$ cat src/rtl/fp4_mul_sched.sv
// Round-robin scheduler sharing one pipelined FP4 multiplier between NUM_REQ requesters.
// Optional issue/stall statistics counters are built when FP4_MUL_SCHED_STATS_EN is defined.
module fp4_mul_sched #(
  parameter int NUM_REQ = 4,
  parameter int MUL_LAT = 2
) (
  input  logic                 i_clk,
  input  logic                 i_rst_n,
  input  logic                 i_en,
  input  logic [NUM_REQ-1:0]   i_req_valid,
  input  logic [4*NUM_REQ-1:0] i_req_a,
  input  logic [4*NUM_REQ-1:0] i_req_b,
  output logic [NUM_REQ-1:0]   o_req_ready,
  output logic                 o_mul_valid,
  output logic [3:0]           o_mul_a,
  output logic [3:0]           o_mul_b,
  input  logic                 i_mul_valid,
  input  logic [3:0]           i_mul_result,
  output logic [NUM_REQ-1:0]   o_rsp_valid,
  output logic [3:0]           o_rsp_result,
  output logic                 o_idle,
  output logic                 o_err
`ifdef FP4_MUL_SCHED_STATS_EN
  ,
  output logic [15:0]          o_issue_cnt,
  output logic [15:0]          o_stall_cnt
`endif
);

  localparam int IDX_W = (NUM_REQ > 1) ? $clog2(NUM_REQ) : 1;
  localparam int CW    = IDX_W + 1;
  localparam logic [NUM_REQ-1:0] ONE_HOT0 = NUM_REQ'(1);

  function automatic logic [15:0] sat_inc16(input logic [15:0] v);
    return (v == 16'hFFFF) ? v : v + 16'd1;
  endfunction

  logic [IDX_W-1:0] ptr;
  logic [IDX_W-1:0] gnt_idx;
  logic             gnt_found;
  logic [CW-1:0]    cand;
  logic             xfer;

  logic [IDX_W-1:0] idx_p0;
  logic [MUL_LAT-1:0] tag_vld_p1;
  logic [IDX_W-1:0] tag_idx_p1 [MUL_LAT];

  logic             tail_vld;
  logic [IDX_W-1:0] tail_idx;

  // Arbitration: first valid requester at or after ptr, wrapping around
  always_comb begin
    gnt_found = 1'b0;
    gnt_idx   = '0;
    cand      = '0;
    for (int i = 0; i < NUM_REQ; i++) begin
      cand = {1'b0, ptr} + CW'(i);
      if (cand >= CW'(NUM_REQ)) cand = cand - CW'(NUM_REQ);
      if (!gnt_found && i_req_valid[cand[IDX_W-1:0]]) begin
        gnt_found = 1'b1;
        gnt_idx   = cand[IDX_W-1:0];
      end
    end
  end

  // Grant is suppressed while reset is held so no transfer can be seen during reset
  assign xfer        = i_en && gnt_found && i_rst_n;
  assign o_req_ready = xfer ? (ONE_HOT0 << gnt_idx) : '0;

  assign tail_vld = tag_vld_p1[MUL_LAT-1];
  assign tail_idx = tag_idx_p1[MUL_LAT-1];
  assign o_idle   = !o_mul_valid && (tag_vld_p1 == '0);

  always_ff @(posedge i_clk or negedge i_rst_n) begin
    if (!i_rst_n) begin
      ptr <= '0;
    end else if (xfer) begin
      ptr <= (gnt_idx == IDX_W'(NUM_REQ - 1)) ? '0 : gnt_idx + 1'b1;
    end
  end

  // Issue stage: operands and owner index registered towards the multiplier
  always_ff @(posedge i_clk or negedge i_rst_n) begin
    if (!i_rst_n) begin
      o_mul_valid <= 1'b0;
      o_mul_a     <= '0;
      o_mul_b     <= '0;
      idx_p0      <= '0;
    end else begin
      o_mul_valid <= xfer;
      if (xfer) begin
        o_mul_a <= i_req_a[{gnt_idx, 2'b00} +: 4];
        o_mul_b <= i_req_b[{gnt_idx, 2'b00} +: 4];
        idx_p0  <= gnt_idx;
      end
    end
  end

  // Tag stages: tail lines up with the multiplier's result strobe
  always_ff @(posedge i_clk or negedge i_rst_n) begin
    if (!i_rst_n) begin
      tag_vld_p1 <= '0;
      for (int s = 0; s < MUL_LAT; s++) tag_idx_p1[s] <= '0;
    end else begin
      tag_vld_p1[0] <= o_mul_valid;
      tag_idx_p1[0] <= idx_p0;
      for (int s = 1; s < MUL_LAT; s++) begin
        tag_vld_p1[s] <= tag_vld_p1[s-1];
        tag_idx_p1[s] <= tag_idx_p1[s-1];
      end
    end
  end

  // Response stage: route result to owner; untagged results are dropped and flagged
  always_ff @(posedge i_clk or negedge i_rst_n) begin
    if (!i_rst_n) begin
      o_rsp_valid  <= '0;
      o_rsp_result <= '0;
      o_err        <= 1'b0;
    end else begin
      o_rsp_valid <= '0;
      if (i_mul_valid && tail_vld) begin
        o_rsp_valid  <= ONE_HOT0 << tail_idx;
        o_rsp_result <= i_mul_result;
      end
      if (i_mul_valid != tail_vld) o_err <= 1'b1;
    end
  end

`ifdef FP4_MUL_SCHED_STATS_EN
  always_ff @(posedge i_clk or negedge i_rst_n) begin
    if (!i_rst_n) begin
      o_issue_cnt <= '0;
      o_stall_cnt <= '0;
    end else begin
      if (xfer) o_issue_cnt <= sat_inc16(o_issue_cnt);
      if ((|i_req_valid) && !xfer) o_stall_cnt <= sat_inc16(o_stall_cnt);
    end
  end
`else
  // Statistics counters are not present in this build.
`endif

endmodule
$ cat config.mk
export PLATFORM = sky130hd
export DESIGN_NAME = fp4_mul_sched
export DESIGN_NICKNAME = d
export VERILOG_FILES = /design/src/rtl/fp4_mul_sched.sv
export SDC_FILE = /design/constraint.sdc
export NUM_CORES = 1
export LEC_CHECK = 0
export CAP_MARGIN = 20
export CORE_ASPECT_RATIO = 1.75
export CORE_MARGIN = 3
export CORE_UTILIZATION = 40
export CTS_CLUSTER_SIZE = 10
export DETAILED_ROUTE_END_ITERATION = 10
export PLACE_DENSITY = 0.79
export SLEW_MARGIN = 40
export SYNTH_ARGS = -nofsm -noshare
export SYNTH_HDL_FRONTEND = slang
export SYNTH_SLANG_ARGS = --single-unit
$ cat constraint.sdc
create_clock -name i_clk -period 1.9 [get_ports i_clk]
set_input_delay 0.475 -clock i_clk [delete_from_list [all_inputs] [get_ports i_clk]]
set_output_delay 0.475 -clock i_clk [all_outputs]
set_load 0.02 [all_outputs]
Yosys cells after proc, flatten, opt, wreduce, memory -nomap -nowiden. Cells that the tools add are included.

Input bits: 44. Memories: 0. Bits in latches: 0. Register bits: 28. ROM bits: 0. RAM bits: 0.

Div/mod/pow operators: 0. Reductions and logical operators: 12. $lt $le $gt $ge: 8. Shift-type cells: 4. Multipliers: 0. Mux-type cells: 23. Equal/unequal tests: 2. Add/subtract/negate cells: 8. Bitwise gates (word level): 0.

Operator list (count): $shiftx A16 B5 Y4 (2); $mux W2 (9); $lt A2 B3 Y1 const B (4); $ge A3 B3 Y1 const B (3); $bmux W1 S2 (4); $mux W1 (8); $mux W4 (2); $shl A1 B2 Y4 const A (2); $sub A2 B1 Y2 const B (4); $logic_and A1 B1 Y1 (7); $add A2 B2 Y3 const B (2); $logic_not A1 Y1 (4); $add A2 B1 Y3 const B (1); $ge A2 B3 Y1 const B (1); $add A2 B1 Y2 const B (1); $eq A2 B2 Y1 const B (1); $logic_not A2 Y1 (1); $ne A1 B1 Y1 (1).

Longest topological paths before layout.
Depth after elaboration: 17. Gate-level depth with buffers: 6. Gate-level depth less buffers: 5.

Least setup slack after synthesis. No wires, ideal clock.

Path kind: input-to-output. Start point: input port i_req_valid[1]. End point: output port o_req_ready[3]. Data required time: 1.425 ns. Arrival time: 1.350 ns. Path buffers: 0. Cell stages on the path: 4. Setup slack: 0.075 ns. Path through: or2_4 -> o311ai_4 -> inv_2 -> and2_1.

Word-level cells in the longest chain between the ends: 15.

RTL lines: from (decl) (line 10) `input logic [NUM_REQ-1:0] i_req_valid,`; $bmux W1 S2 (line 59) `if (!gnt_found && i_req_valid[cand[IDX_W-1:0]]) begin`; $mux W1 (not written as such) (line 59); $mux W1 (line 59); $logic_not A1 Y1 (line 59); $logic_and A1 B1 Y1 (line 59); $mux W1 (line 59); $logic_not A1 Y1 (line 59); $logic_and A1 B1 Y1 (line 59); $mux W1 (line 59); $logic_not A1 Y1 (line 59); $logic_and A1 B1 Y1 (line 59); $mux W1 * (line 59); $logic_and A1 B1 Y1 * (2 in series) (line 67) `assign xfer = i_en && gnt_found && i_rst_n;`; named net xfer (line 42) `logic xfer;`; $mux W4 * (line 68) `assign o_req_ready = xfer ? (ONE_HOT0 << gnt_idx) : '0;`; to (decl) (line 13) `output logic [NUM_REQ-1:0] o_req_ready,`.

Mark *: on every way through the listed nets, which the timed path passes. The rest lies on a longest branch. The select of a mux whose other input is x is not followed.

Worst setup path in the final report.
Start point: input port i_req_valid[3]. End point: output port o_req_ready[1].

Word-level cells in the longest chain between the ends: 15.

RTL lines (line): $bmux W1 S2 (59); $mux W1 (not written as such) (59); $mux W1 (59); $logic_not A1 Y1 (59); $logic_and A1 B1 Y1 (59); $mux W1 (59); $logic_not A1 Y1 (59); $logic_and A1 B1 Y1 (59); $mux W1 (59); $logic_not A1 Y1 (59); $logic_and A1 B1 Y1 (59); $mux W1 (59); $logic_and A1 B1 Y1 (2 in series) (67); $mux W4 * (68).

Every way passes the cells marked *; elsewhere a longest branch is shown, timed or not. The select of a mux whose other input is x is not followed.

==> run summary <==
The residual DRC count is 0, and the final total negative setup slack is -0.231 ns. After the first detailed-routing iteration, the DRC count stood at 43. The cell family contributing the most delay on the critical path is compound AO/OA/AOI/OAI gates. Wires add up to 4.83 mm. The tools report the final worst slack as -0.0650 ns.

In the finished design, the share of the clock period the worst path needs comes to 103%. Entering global routing, the biggest net connects 24 pins. The post-place instance area came out at 0.00227 sq mm. Of all nets on the critical path, the largest fanout is 4.

In this run, post-CTS hold repair placed 0 buffers. Final weighted congestion of routability-driven global placement: 0.768. The tool flagged a number of max-cap violations equal to 0. The run gives 7.19 mm as the global-route wire length before repair.

The net count of the finished layout was 270. Core area: 0.00324 sq mm. The number of rows created at floorplan was 27. Number of antenna violations at the first check in global routing: 0. Global routing used 22.5% of the available tracks across all layers.

No sink is reached through more buffers than the 2 on the longest clock path. The biggest cell delay along the critical path was 0.23 ns. Sum of buffers and inverters on the critical path: 3. The critical path goes through buf_6, buf_4, o21ai_0, o211a_1, and3_4, buf_6. Yosys mapped the design onto 39 distinct sky130hd cell types. Counting buffers and inverters, the worst setup path is 6 cells deep. The number of vias per cell after detailed routing is 5.49, and the relative max-transition margin is 79.6%. The tools report the placed wire-length estimate after detailed placement as 3.70 mm.

Final antenna diode count: 0. The tree is rooted in a clkbuf_8. The run gives 0 as the residual antenna-violating net count after detailed routing. For the number of non-filler instances in the completed layout, the log shows 266. The tightest min-delay check is of the in2async type. For the worst setup path, the data required time is 1.42 ns.

Between clock sinks in the finished design, the worst skew comes to 0.00788 ns. The worst voltage drop across the vdd grid was 0.591 mV. Number of H-tree branching levels: 1.

Cell with the largest stage delay on the worst path: o21ai_0. After synthesis the netlist holds a flip-flop and latch count of 28. The run finished, with violations left. Compared with the post-synthesis result, the final layout area differs by 78.2%.

By instance count, the cell type seen most on the critical path is buf_6. The run gives 0.00426 sq mm as the floorplan die area. The top cell types in the final layout, fill and taps aside, are clkdlybuf4s50_1 (55), buf_4 (30), dfrtp_1 (26), buf_6 (10), o21ai_0 (9). Clock latency on the worst-skew pair, taken at its later pin, is 0.27 ns. By startpoint and endpoint, the worst setup path is classified as in2out. The critical path capture point type was an output port. In this run the static leakage power is 1.11 nW.

Overall overflow remaining after global route: 0. The sequential area share after synthesis is 50.2%. The count of filler cells inserted in the layout was 236. The effective utilization at floorplan is 43.0%, and the hold violation total from the final report is 0.

Total power of the final layout: 2.35 mW. The overall die width is 50.6 um, and the top-level I/O count is 67. The most common library cell in the layout ignoring fill and taps is clkdlybuf4s50_1.

Summing over every cut layer, the via total after detailed routing is 1461. Number of warning messages in the yosys log: 0. In the final layout, the share of cells above drive strength 1 is 34.5%. The actual transition at the worst max-transition pin came out at 0.306 ns. For this design the ratio of total power to cell area is 946 mW/mm^2. Setup repair after global routing could not meet its margin everywhere.

Number of buffer cells added on primary ports: 66. The mapped netlist covers 0.00140 sq mm. In this run, placement finished with an instance count of 253.

Setup violations remaining at the end of the flow were counted as 4. Routed wirelength normalized by instance count: 18.1 um. Dividing the synthesized area by the synthesized cell count gives 11.3 sq um. The clock slew at the register clock pins of the worst setup and hold paths is 0.09 ns, and the achievable frequency is 0.509 GHz.

The number of clock buffers added by TritonCTS is 3. For the worst hold margin, the log shows 0.344 ns. The clock period minus final worst setup slack is 1.97 ns, and the gate count after technology mapping is 124. TritonCTS built the clock tree.

Chip height: 84.1 um. Data arrives at the worst endpoint at 1.49 ns. Measured in cells, the most critical reg-to-reg path has a length of 7.

The run gives 76.7% as the final cell utilization of the core. The worst setup path is launched from a primary input. The minimum setup slack after placement came out at -0.871 ns. The clock net in this run drives a total of 28 sinks. The tools report the final instance area as 0.00249 sq mm. For this run, the detailed router's first-pass iteration total came to 4.

The net count of the mapped netlist is 169, and the via count of the first global-routing pass is 1497. The checks that failed: negative setup slack. For the final count of pins violating max slew, the log shows 0.
-- registers in the layout, summed over array words and instances (netlist names) --
signal,cells
o_mul_b,4
tail_idx,2
o_mul_valid,1
o_rsp_valid,4
idx_p0,2
o_mul_a,4
o_rsp_result,4
o_err,1
tag_vld_p1,2
tag_idx_p1,2
ptr,2
-- synthesized netlist by cell type (all sizes together) --
| cell type | instances | area share (%) |
|---|---|---|
| a211o | 1 | 0.72 |
| a211oi | 1 | 1.4 |
| a21bo | 5 | 3.6 |
| a21oi | 8 | 2.9 |
| a221oi | 5 | 3.1 |
| a22o | 1 | 0.63 |
| and2 | 1 | 0.45 |
| and3 | 2 | 0.90 |
| and3b | 1 | 0.63 |
| buf | 2 | 0.90 |
| clkbuf | 1 | 0.27 |
| dfrtp | 28 | 50 |
| ha | 1 | 0.90 |
| inv | 2 | 0.54 |
| mux2 | 4 | 3.2 |
| mux2i | 6 | 4.3 |
| nand2 | 11 | 3.1 |
| nand3 | 5 | 1.8 |
| nor2 | 11 | 3.5 |
| nor2b | 4 | 3.4 |
| nor3 | 1 | 0.36 |
| nor3b | 1 | 0.54 |
| o211a | 1 | 0.72 |
| o211ai | 1 | 0.90 |
| o21a | 1 | 0.63 |
| o21ai | 11 | 4.2 |
| o221a | 1 | 0.81 |
| o221ai | 3 | 1.9 |
| o311ai | 1 | 1.9 |
| or2 | 3 | 1.5 |
-- layer usage --
metal / GRT usage [%] / routed length [um]
met1: 22.0 / 1500
met2: 43.3 / 2840
met3: 4.11 / 291
met4: 10.0 / 198
met5: 0 / 0
-- final timing paths --
kind | to | slack, ns | start
worst min-delay path | ptr[1] | 0.34 | i_rst_n
min in group i_clk | tail_idx[1] | 0.36 | tag_idx_p1[3]
worst min register to register | tail_idx[1] | 0.36 | tag_idx_p1[3]
max in group asynchronous | tail_idx[1] | 1.25 | i_rst_n
worst max-delay path | o_req_ready[1] | -0.07 | i_req_valid[3]
worst max register to register | o_mul_b[3] | 0.05 | ptr[1]
-- kinds of logic after synthesis --
group	count (synthesis)	synth area share (%)
flops	28	50.2
compound gates	40	23.4
simple gates	40	16.2
buf+inv	5	1.70
mux	10	7.53
fa+ha+maj	1	0.897
-- what timing repair did --
item                       4_1_cts  5_1_grt
setup endpoints to repair       12        4
buffers inserted                 7        3
resized for setup               52       22
pin swaps                        6       10
-- report_power, final --
part | switching (mW) | internal [mW] | total [mW]
Combinational | 0.561 | 0.638 | 1.20
Clock | 0.158 | 0.142 | 0.299
Sequential | 0.118 | 0.737 | 0.854
-- final cells by class --
type	count	area, sq um	area share, %
Clock buffer	3	41.3	1.66
Multi-Input combinational cell	91	761	30.6
Timing Repair Buffer	99	920	37.0
Inverter	2	7.51	0.302
Tap cell	43	53.8	2.16
Sequential cell	28	703	28.3
Note: power is estimated with default switching activity, not from simulation.
